$ cat config.mk
export PLATFORM = sky130hd
export DESIGN_NAME = yacc_sb_writeback_unpacker_flat
export DESIGN_NICKNAME = d
export VERILOG_FILES = /design/src/rtl/yacc_sb_writeback_unpacker_if.sv /design/src/rtl/yacc_sb_writeback_unpacker.sv /design/src/flat_wrapper.sv
export SDC_FILE = /design/constraint.sdc
export NUM_CORES = 2
export LEC_CHECK = 0
export CAP_MARGIN = 10
export CORE_AREA = 2 2 450 452
export DETAILED_ROUTE_END_ITERATION = 8
export DIE_AREA = 0 0 452 454
export SETUP_SLACK_MARGIN = 0.1
export SLEW_MARGIN = 20
export SYNTH_ARGS = -nofsm -noshare
export SYNTH_HDL_FRONTEND = slang
export SYNTH_SLANG_ARGS = --single-unit
$ cat constraint.sdc
create_clock -name clock -period 3 [get_ports clock]
set_clock_uncertainty 0.15 [all_clocks]
set_input_delay 0.6 -clock clock [delete_from_list [all_inputs] [get_ports clock]]
set_output_delay 0.6 -clock clock [all_outputs]
set_load 0.02 [all_outputs]
$ cat src/rtl/yacc_sb_writeback_unpacker_if.sv
// ----------------------------------------------------------------------------
// yacc_sb_writeback_unpacker_if
//
// Purpose:
//   Bundles the two valid/ready streams of the superblock write-back unpacker.
//   The input stream carries one evicted superblock from the replacement logic.
//   The output stream carries one uncompressed 64-byte block toward memory.
//
// Signals:
//   in_valid / in_ready   superblock handshake
//   in_index              set index of the evicted line
//   in_sbtag              superblock tag: [SBTAG_W-1:4] address tag, [3:0] ids/presence
//   in_cf                 compression class (00 none, 01 /2, 10 /4, 11 illegal)
//   in_half_vld           half-valid bits, used for class 01 only
//   in_data               packed superblock data
//   out_valid / out_ready block handshake
//   out_addr              full block address {tag, index, blockId, 6'b0}
//   out_data              uncompressed block, zero-extended
//   out_last              final block of the current superblock
//
// Modports:
//   master  producer/consumer side (replacement logic + memory port)
//   slave   the unpacker itself
// ----------------------------------------------------------------------------
interface yacc_sb_writeback_unpacker_if #(
    parameter int DATA_W  = 512,
    parameter int SBTAG_W = 25,
    parameter int IDX_W   = 3
);
    logic               in_valid;
    logic               in_ready;
    logic [IDX_W-1:0]   in_index;
    logic [SBTAG_W-1:0] in_sbtag;
    logic [1:0]         in_cf;
    logic [1:0]         in_half_vld;
    logic [DATA_W-1:0]  in_data;

    logic               out_valid;
    logic               out_ready;
    logic [31:0]        out_addr;
    logic [DATA_W-1:0]  out_data;
    logic               out_last;

    modport master (
        output in_valid, in_index, in_sbtag, in_cf, in_half_vld, in_data, out_ready,
        input  in_ready, out_valid, out_addr, out_data, out_last
    );

    modport slave (
        input  in_valid, in_index, in_sbtag, in_cf, in_half_vld, in_data, out_ready,
        output in_ready, out_valid, out_addr, out_data, out_last
    );
endinterface

$ cat src/rtl/yacc_sb_writeback_unpacker.sv
// ----------------------------------------------------------------------------
// yacc_sb_writeback_unpacker
//
// Purpose:
//   Write-back side of the YACC compressed cache. Accepts one evicted
//   superblock, works out which compressed slots hold live blocks, and emits
//   each live block as an uncompressed, zero-extended 64-byte line with its
//   full 32-bit block address.
//
// Ports:
//   clock       rising-edge clock
//   reset_n     synchronous, active-low reset
//   bus         slave side of yacc_sb_writeback_unpacker_if (both streams)
//   wb_count    total blocks handed to memory (wraps)
//   drop_count  superblocks accepted with nothing to emit (saturates)
// ----------------------------------------------------------------------------
module yacc_sb_writeback_unpacker #(
    parameter int DATA_W  = 512,
    parameter int SBTAG_W = 25,
    parameter int IDX_W   = 3
) (
    input  logic                              clock,
    input  logic                              reset_n,
    yacc_sb_writeback_unpacker_if.slave       bus,
    output logic [31:0]                       wb_count,
    output logic [15:0]                       drop_count
);

    localparam int HALF_W = DATA_W / 2;
    localparam int QUAD_W = DATA_W / 4;

    typedef enum logic {
        IDLE,
        EMIT
    } state_t;

    state_t             r_state;
    logic [IDX_W-1:0]   r_index;
    logic [SBTAG_W-1:0] r_sbtag;
    logic [1:0]         r_cf;
    logic [DATA_W-1:0]  r_data;
    logic [3:0]         r_mask;

    logic               r_in_ready;
    logic               r_out_valid;
    logic [31:0]        r_out_addr;
    logic [DATA_W-1:0]  r_out_data;
    logic               r_out_last;
    logic [31:0]        r_wb_count;
    logic [15:0]        r_drop_count;

    logic [3:0]         w_acc_mask;
    logic [3:0]         w_next_mask;

    // Index of the lowest pending slot; slots are always emitted in
    // ascending order, so this is the slot currently on the output.
    function automatic logic [1:0] lowSlot(input logic [3:0] mask);
        if (mask[0])      return 2'd0;
        else if (mask[1]) return 2'd1;
        else if (mask[2]) return 2'd2;
        else              return 2'd3;
    endfunction

    // Block address of the lowest pending slot. Class 01 keeps the ids of
    // both halves in the tag; class 10 uses the slot number as the id.
    function automatic logic [31:0] slotAddr(
        input logic [3:0]         mask,
        input logic [1:0]         cf,
        input logic [SBTAG_W-1:0] sbtag,
        input logic [IDX_W-1:0]   index
    );
        logic [1:0] k;
        logic [1:0] blockId;
        k = lowSlot(mask);
        case (cf)
            2'b01:   blockId = (k == 2'd0) ? sbtag[1:0] : sbtag[3:2];
            2'b10:   blockId = k;
            default: blockId = sbtag[3:2];
        endcase
        return {sbtag[SBTAG_W-1:4], index, blockId, 6'b0};
    endfunction

    // Uncompressed payload of the lowest pending slot, zero-extended.
    function automatic logic [DATA_W-1:0] slotData(
        input logic [3:0]        mask,
        input logic [1:0]        cf,
        input logic [DATA_W-1:0] data
    );
        logic [1:0] k;
        k = lowSlot(mask);
        case (cf)
            2'b01: begin
                if (k == 2'd0) return {{(DATA_W-HALF_W){1'b0}}, data[HALF_W-1:0]};
                else           return {{(DATA_W-HALF_W){1'b0}}, data[DATA_W-1:HALF_W]};
            end
            2'b10: begin
                case (k)
                    2'd0:    return {{(DATA_W-QUAD_W){1'b0}}, data[QUAD_W-1:0]};
                    2'd1:    return {{(DATA_W-QUAD_W){1'b0}}, data[2*QUAD_W-1:QUAD_W]};
                    2'd2:    return {{(DATA_W-QUAD_W){1'b0}}, data[3*QUAD_W-1:2*QUAD_W]};
                    default: return {{(DATA_W-QUAD_W){1'b0}}, data[DATA_W-1:3*QUAD_W]};
                endcase
            end
            default: return data;
        endcase
    endfunction

    // A slot is the last one when it is the only bit left in the mask.
    function automatic logic isSingle(input logic [3:0] mask);
        return (mask != 4'd0) && ((mask & (mask - 4'd1)) == 4'd0);
    endfunction

    // Slot mask of the superblock on the input, by compression class.
    // Class 11 is illegal and produces an empty mask so it is dropped.
    always_comb begin
        w_acc_mask = 4'b0000;
        case (bus.in_cf)
            2'b00:   w_acc_mask = 4'b0001;
            2'b01:   w_acc_mask = {2'b00, bus.in_half_vld[1], bus.in_half_vld[0]};
            2'b10:   w_acc_mask = bus.in_sbtag[3:0];
            default: w_acc_mask = 4'b0000;
        endcase
    end

    // Mask after the current slot is retired: clear the lowest set bit.
    assign w_next_mask = r_mask & (r_mask - 4'd1);

    // Main FSM. IDLE accepts a superblock and either drops it or preloads
    // the first slot onto the registered outputs; EMIT presents slots one
    // at a time and preloads the next slot on each handshake so outputs are
    // stable under backpressure.
    always_ff @(posedge clock) begin
        if (!reset_n) begin
            r_state      <= IDLE;
            r_index      <= '0;
            r_sbtag      <= '0;
            r_cf         <= 2'b00;
            r_data       <= '0;
            r_mask       <= 4'b0000;
            r_in_ready   <= 1'b1;
            r_out_valid  <= 1'b0;
            r_out_addr   <= 32'd0;
            r_out_data   <= '0;
            r_out_last   <= 1'b0;
            r_wb_count   <= 32'd0;
            r_drop_count <= 16'd0;
        end else begin
            case (r_state)
                IDLE: begin
                    if (bus.in_valid) begin
                        r_index <= bus.in_index;
                        r_sbtag <= bus.in_sbtag;
                        r_cf    <= bus.in_cf;
                        r_data  <= bus.in_data;
                        r_mask  <= w_acc_mask;
                        if (w_acc_mask != 4'b0000) begin
                            r_state     <= EMIT;
                            r_in_ready  <= 1'b0;
                            r_out_valid <= 1'b1;
                            r_out_addr  <= slotAddr(w_acc_mask, bus.in_cf, bus.in_sbtag, bus.in_index);
                            r_out_data  <= slotData(w_acc_mask, bus.in_cf, bus.in_data);
                            r_out_last  <= isSingle(w_acc_mask);
                        end else if (r_drop_count != 16'hFFFF) begin
                            r_drop_count <= r_drop_count + 16'd1;
                        end
                    end
                end
                EMIT: begin
                    if (bus.out_ready) begin
                        r_wb_count <= r_wb_count + 32'd1;
                        r_mask     <= w_next_mask;
                        if (w_next_mask == 4'b0000) begin
                            r_state     <= IDLE;
                            r_in_ready  <= 1'b1;
                            r_out_valid <= 1'b0;
                            r_out_last  <= 1'b0;
                        end else begin
                            r_out_addr <= slotAddr(w_next_mask, r_cf, r_sbtag, r_index);
                            r_out_data <= slotData(w_next_mask, r_cf, r_data);
                            r_out_last <= isSingle(w_next_mask);
                        end
                    end
                end
                default: begin
                    r_state <= IDLE;
                end
            endcase
        end
    end

    assign bus.in_ready  = r_in_ready;
    assign bus.out_valid = r_out_valid;
    assign bus.out_addr  = r_out_addr;
    assign bus.out_data  = r_out_data;
    assign bus.out_last  = r_out_last;
    assign wb_count      = r_wb_count;
    assign drop_count    = r_drop_count;

endmodule

$ cat src/flat_wrapper.sv
// flat-port wrapper written by rule: the top's interface ports become plain ports
module yacc_sb_writeback_unpacker_flat 
#(
    parameter int DATA_W  = 512,
    parameter int SBTAG_W = 25,
    parameter int IDX_W   = 3
)
  (clock, reset_n, wb_count, drop_count, bus_in_valid, bus_in_index, bus_in_sbtag, bus_in_cf, bus_in_half_vld, bus_in_data, bus_out_ready, bus_in_ready, bus_out_valid, bus_out_addr, bus_out_data, bus_out_last);
  yacc_sb_writeback_unpacker_if #(.DATA_W(DATA_W), .SBTAG_W(SBTAG_W), .IDX_W(IDX_W)) bus_i ();
  input  logic clock;
  input  logic reset_n;
  output logic [31:0] wb_count;
  output logic [15:0] drop_count;
  input wire logic [$bits(bus_i.in_valid)-1:0] bus_in_valid;
  input wire logic [$bits(bus_i.in_index)-1:0] bus_in_index;
  input wire logic [$bits(bus_i.in_sbtag)-1:0] bus_in_sbtag;
  input wire logic [$bits(bus_i.in_cf)-1:0] bus_in_cf;
  input wire logic [$bits(bus_i.in_half_vld)-1:0] bus_in_half_vld;
  input wire logic [$bits(bus_i.in_data)-1:0] bus_in_data;
  input wire logic [$bits(bus_i.out_ready)-1:0] bus_out_ready;
  output wire logic [$bits(bus_i.in_ready)-1:0] bus_in_ready;
  output wire logic [$bits(bus_i.out_valid)-1:0] bus_out_valid;
  output wire logic [$bits(bus_i.out_addr)-1:0] bus_out_addr;
  output wire logic [$bits(bus_i.out_data)-1:0] bus_out_data;
  output wire logic [$bits(bus_i.out_last)-1:0] bus_out_last;
  assign bus_i.in_valid = bus_in_valid;
  assign bus_i.in_index = bus_in_index;
  assign bus_i.in_sbtag = bus_in_sbtag;
  assign bus_i.in_cf = bus_in_cf;
  assign bus_i.in_half_vld = bus_in_half_vld;
  assign bus_i.in_data = bus_in_data;
  assign bus_i.out_ready = bus_out_ready;
  assign bus_in_ready = bus_i.in_ready;
  assign bus_out_valid = bus_i.out_valid;
  assign bus_out_addr = bus_i.out_addr;
  assign bus_out_data = bus_i.out_data;
  assign bus_out_last = bus_i.out_last;
  yacc_sb_writeback_unpacker #(.DATA_W(DATA_W), .SBTAG_W(SBTAG_W), .IDX_W(IDX_W)) u_core (.clock(clock), .reset_n(reset_n), .bus(bus_i), .wb_count(wb_count), .drop_count(drop_count));
endmodule
# Word-level counts from Yosys, hierarchy flattened
# Index checks and enable logic that the tools add are counted.
# totals
register_bits,1142
latch_bits,0
mem_bits_rw,0
mem_bits_ro,0
in_bits,548
out_inout_bits,595
n_memories,0
# classes
addsub,5
multipliers,0
div_mod_pow,0
n_lt_le_gt_ge,0
eq_ne,14
shifts,0
n_mux,58
bitwise_logic,5
reduce_logical,17
# op_table
operator,n
case mux 512 bit (2 select lines),3
two-way mux 512 bit,4
case mux 128 bit (3 select lines),2
two-way mux 256 bit,2
two-way mux 32 bit,4
case mux 32 bit (2 select lines),1
adder 32 x 1 -> 32 bit (second input constant),1
two-way mux 2 bit,14
two-way mux 1 bit,18
adder 16 x 1 -> 16 bit (second input constant),1
inequality test 16 bit (second input constant),1
AND 4 bit,3
logical NOT 4 bit,3
case mux 4 bit (3 select lines),1
AND reduction 4 bit,3
subtractor 4 x 1 -> 4 bit (second input constant),3
== test 2 x 1 -> 1 bit (second input constant),4
== test 2 bit (second input constant),4
two-way mux 4 bit,2
inequality test 2 bit (second input constant),4
case mux 1 bit (2 select lines),4
case mux 2 bit (2 select lines),2
case mux 4 bit (2 select lines),1
nonzero test 4 bit,2
other kinds (6),12

# Logic depth before layout (Yosys ltp)
# logic_depth
word_depth,15
depth_mapped,11
ltp_nobuf,7

# Least setup slack after synthesis
# No wires, ideal clock.
# synth_path
kind,in2reg
from,input port bus_in_cf[0]
to,"register u_core.r_out_data[100], in the netlist u_core.bus.out_data[100]"
t_arrival_ps,2523
slack_ps,191
cell_stages,10
path_buffers,3
cell_sequence,inv_1 > ha_1 > a221o_1 > o221ai_1 > buf_2 > buf_2 > buf_4 > a311oi_1 > a2111oi_0 > o32ai_1
# synth_via
elab_chain_len,15
word_cells_on_any_way,23
cone_classes,eq/ne (5); mux (14); reduce/logical (4)
# synth_rtl
element,line,source
start: declaration,flat_wrapper.sv:17,input wire logic [$bits(bus_i.in_cf)-1:0] bus_in_cf;
"== test 2 bit, or another cell as far along",-,
case mux 4 bit (3 select lines),yacc_sb_writeback_unpacker.sv:117,case (bus.in_cf)
two-way mux 1 bit,yacc_sb_writeback_unpacker.sv:60,else if (mask[2]) return 2'd2;
two-way mux 2 bit,yacc_sb_writeback_unpacker.sv:59,else if (mask[1]) return 2'd1;
two-way mux 2 bit,yacc_sb_writeback_unpacker.sv:58,if (mask[0]) return 2'd0;
two-way mux 2 bit,yacc_sb_writeback_unpacker.sv:156,if (w_acc_mask != 4'b0000) begin
two-way mux 2 bit,yacc_sb_writeback_unpacker.sv:150,if (bus.in_valid) begin
two-way mux 2 bit,yacc_sb_writeback_unpacker.sv:148,case (r_state)
two-way mux 2 bit,yacc_sb_writeback_unpacker.sv:133,if (!reset_n) begin
"== test 2 bit, or another cell as far along",yacc_sb_writeback_unpacker.sv:97,case (k)
case mux 128 bit (3 select lines) or two-way mux 256 bit (tied branches),"yacc_sb_writeback_unpacker.sv:97, yacc_sb_writeback_unpacker.sv:93",
case mux 512 bit (2 select lines),yacc_sb_writeback_unpacker.sv:91,case (cf)
two-way mux 512 bit,yacc_sb_writeback_unpacker.sv:156,
two-way mux 512 bit,yacc_sb_writeback_unpacker.sv:150,
case mux 512 bit (2 select lines),yacc_sb_writeback_unpacker.sv:148,
end signal: assignment,yacc_sb_writeback_unpacker.sv:161,"r_out_data <= slotData(w_acc_mask, bus.in_cf, bus.in_data);"
end signal: assignment,yacc_sb_writeback_unpacker.sv:179,"r_out_data <= slotData(w_next_mask, r_cf, r_data);"
end: declaration,yacc_sb_writeback_unpacker.sv:47,logic [DATA_W-1:0] r_out_data;
# Several ways; a longest one is shown, not always the timed one. The select of a mux whose other input is x is not followed.
# A chain may end at the register's enable or synchronous reset.

# Worst setup path in the final report
# layout_path
from,"register u_core.r_out_data[273], in the netlist u_core.bus.out_data[273]"
to,output port bus_out_data[273]
# layout_lines
element,line,source
end: declaration,flat_wrapper.sv:24,output wire logic [$bits(bus_i.out_data)-1:0] bus_out_data;
# No word-level cell between the ends.

==> out/results.tsv <==
metric	value	unit
ys_ff_latch	1134	
cts-buffers-inserted	140	
antenna_found_initial	53	
drc	0	
p_int	32210	µW
core-area	200900	µm²
grt_pass1_vias	64904	
holdWs	0.1625	ns
pwr-share-comb	26.4	%
final_layout_size_suffix_gt1_share	9.841	%
relSlewSlack	23.64	%
clockBufferDepth	3	
ys_async_sr_fraction	0	%
tightest_slew	1.145	ns
hold_end	u_core.r_data[134]	
synth-seq-area-share	38.21	%
worst-path-buf-inv	1	
vdd_drop_max	586.0	µV
min-delay-start	reset_n	
gp_congestion	0.9605	
synth_warnings	0	
totalWireLength	320100	µm
finalHoldViolCount	0	
fin_util	41.17	%
clockPowerShare	37.6	%
final.fill_count	19739	
ys_top_cells_by_area	dfxtp_1 (38%), mux2i_1 (9.1%), nand2_1 (8.6%), a21oi_1 (5.9%), clkbuf_1 (4.5%)	
cts.clk_slew.worst_paths	0.06	ns
tns	0	ns
cts_max_level	4	
num_vias	68247	
dieHeight	454	µm
die_area	205200	µm²
grt.overflow.total	0	
dp_hpwl	232600	µm
cp-end-kind	output port	
via_per_inst	5.973	
min_path_cells	3	
grt_max_degree	127	
critical_path.max_stage_delay	0.85	ns
finalMaxSlewViolations	0	
synthCells	7598	
firstDrtPassIters	9	
die_x	452	µm
status	completed	
track_usage	29.53	%
crit_chain	clkdlybuf4s50_1	
worst-setup-path-type	reg -> out	
rows	165	
wl_per_cell	28.02	µm
rsz0062_at_grt	no	
worstReg2RegEnd	u_core.bus.out_data[434]	
synth_ff_type	dfxtp_1	
ios	1143	
ff2ff_setup_slack	0.24	ns
synth.distinct_cells	61	
crit_fanout	2	
rr_startpoint	u_core.r_mask[1]	
portBuffers	1136	
worstPathRequired	2.25	ns
hp-class	in -> reg	
switchingPower	16270	µW
cp-start-kind	flop	
synth_top_cell_area_share	38.21	%
p_per_area	586.2	nW/µm²
swShare	33.55	%
seq_power_share	35.9	%
root_buffer	clkbuf_16	
nNetsFinal	9164	
first_iter_violations	8341	
cts_sinks	1134	
syn_area_per_cell	7.819	µm²
clk-insertion-delay-late	0.84	ns
worst_path_max_delay_cell	clkdlybuf4s50_1	
cap_violations	0	
timing.fmax	360.0	MHz
synth_edf_count	0	
post-route-period-util	92.60	%
min_period	2.778	ns
crit_arrival	2.03	ns
setup_viol	0	
cts_hold_buf	0	
critPathTopFamily	buffers and inverters	
syn_area	59410	µm²
start_util	29.58	%
ff2ff_path_depth	8	
cts_tree	done	
area_delta_synth_final	39.21	%
synth_top_area_cell	dfxtp_1	
antenna_left	0	
p_leak	0.02962	µW
grt_pass1_wl	455500	µm
power by group through the flow:
stage          combinational (µW)  sequential [µW]  clock (µW)
2_1_floorplan                5220            18200           0
3_3_place_gp                12500            17700           0
3_5_place_dp                12600            17700           0
4_1_cts                     12700            17400       18500
5_1_grt                     13500            17500       19000
6_report                    12800            17400       18200
routing by layer:
metal / part of all wire, % / routed length, µm / up-vias / track usage [%]
met5: 0.036 / 116 / - / 0
met4: 8.5 / 27290 / 16 / 23.17
met3: 8.8 / 28190 / 1005 / 6.099
met2: 45 / 144600 / 4447 / 46.47
met1: 37 / 119900 / 32659 / 35.09
li1: - / - / 30120 / -
worst max path at each step:
stage | start | to | cells after the start
3_3_place_gp | bus_in_cf[0] | u_core.drop_count[6] | 10
2_1_floorplan | bus_in_cf[0] | u_core.bus.out_data[100] | 10
3_5_place_dp | bus_in_cf[0] | u_core.drop_count[15] | 12
6_report | u_core.bus.out_data[273] | bus_out_data[273] | 1
5_1_grt | u_core.r_mask[1] | u_core.bus.out_data[434] | 8
4_1_cts | bus_in_cf[0] | u_core.bus.out_data[434] | 11
flip-flops by register name (all words and copies together), names as in the netlist:
register	flops
u_core.bus.out_last	1
u_core.wb_count	32
u_core.bus.out_valid	1
u_core.r_index	3
u_core.bus.out_addr	26
u_core.r_state	1
u_core.r_data	512
u_core.bus.out_data	512
u_core.r_sbtag	23
u_core.bus.in_ready	1
u_core.r_mask	4
u_core.r_cf	2
u_core.drop_count	16
cell usage in the layout, fill, tap and decap left out, types with 19 or more instances in the layout:
| cell type | count |
|---|---|
| a211oi_1 | 28 |
| nand3_1 | 150 |
| a2111oi_0 | 109 |
| a221oi_1 | 257 |
| buf_12 | 181 |
| xnor2_1 | 19 |
| clkbuf_1 | 32 |
| buf_4 | 404 |
| clkdlybuf4s50_1 | 1094 |
| a21oi_1 | 697 |
| o21ai_0 | 153 |
| nor3_1 | 522 |
| nor2_1 | 571 |
| nand2_1 | 1365 |
| a311oi_1 | 128 |
| dlygate4sd2_1 | 38 |
| dfxtp_1 | 1133 |
| o22a_1 | 128 |
| clkbuf_8 | 35 |
| clkbuf_16 | 140 |
| and2_1 | 129 |
| o32ai_1 | 254 |
| diode_2 | 34 |
| mux2i_1 | 543 |
| a31oi_1 | 129 |
| o221ai_1 | 127 |
| o211ai_1 | 130 |
logic make-up after synthesis:
kind of cell / after synthesis / synth area share [%]
and+or+nand+nor: 2811 / 20.11
AOI/OAI and AO/OA: 2194 / 26.08
DFF: 1134 / 38.21
buffers and inverters: 881 / 5.888
muxes: 543 / 9.149
xor gates and xnor gates: 25 / 0.3686
adders and majority gates: 9 / 0.1853
other: 1 / 0.006312
metrics by stage:
stage	setup WS, ns	power [µW]	std cells	area (µm²)
2_1_floorplan	0.1909	23420	7603	59430
3_3_place_gp	-1.022	30200	11137	77670
3_5_place_dp	-1.036	30310	11137	77670
4_1_cts	0.1130	48480	11390	82520
5_1_grt	0.1284	49960	11423	82700
6_report	0.2220	48480	11425	82700
Yosys cell counts (9+ instances only):
master,number
o221ai_1,128
buf_4,15
inv_1,20
o32ai_1,254
a311oi_1,129
clkbuf_1,706
nand2_1,1366
a31oi_1,129
o22a_1,128
dfxtp_1,1134
nor3_1,522
o21ai_0,155
nor2_1,574
buf_1,30
o211ai_1,130
or4_1,9
o31ai_1,9
nand4_1,9
nand3_1,152
and2_1,131
a21oi_1,698
xnor2_1,20
nor4_1,11
buf_2,108
a221oi_1,257
a2111oi_0,127
mux2i_1,543
a211oi_1,29
final cells by class:
type,instances,area (µm²),share of cell area (%)
clock inverter,46,772.0,0.9334
multi-input combinational,5588,33560,40.58
timing repair buffer,1722,18010,21.78
sequential,1134,22700,27.45
antenna,34,85.08,0.1029
tap,2672,3343,4.042
inverter,22,117.6,0.1422
clock buffer,207,4105,4.964
timing repair:
action | in CTS | in global routing
gates cloned | 0 | 0
gates resized for setup | 43 | 28
pin swaps | 0 | 1
setup endpoints to repair | 53 | 132
setup buffers | 0 | 1
(Power assumes the default switching activity.)
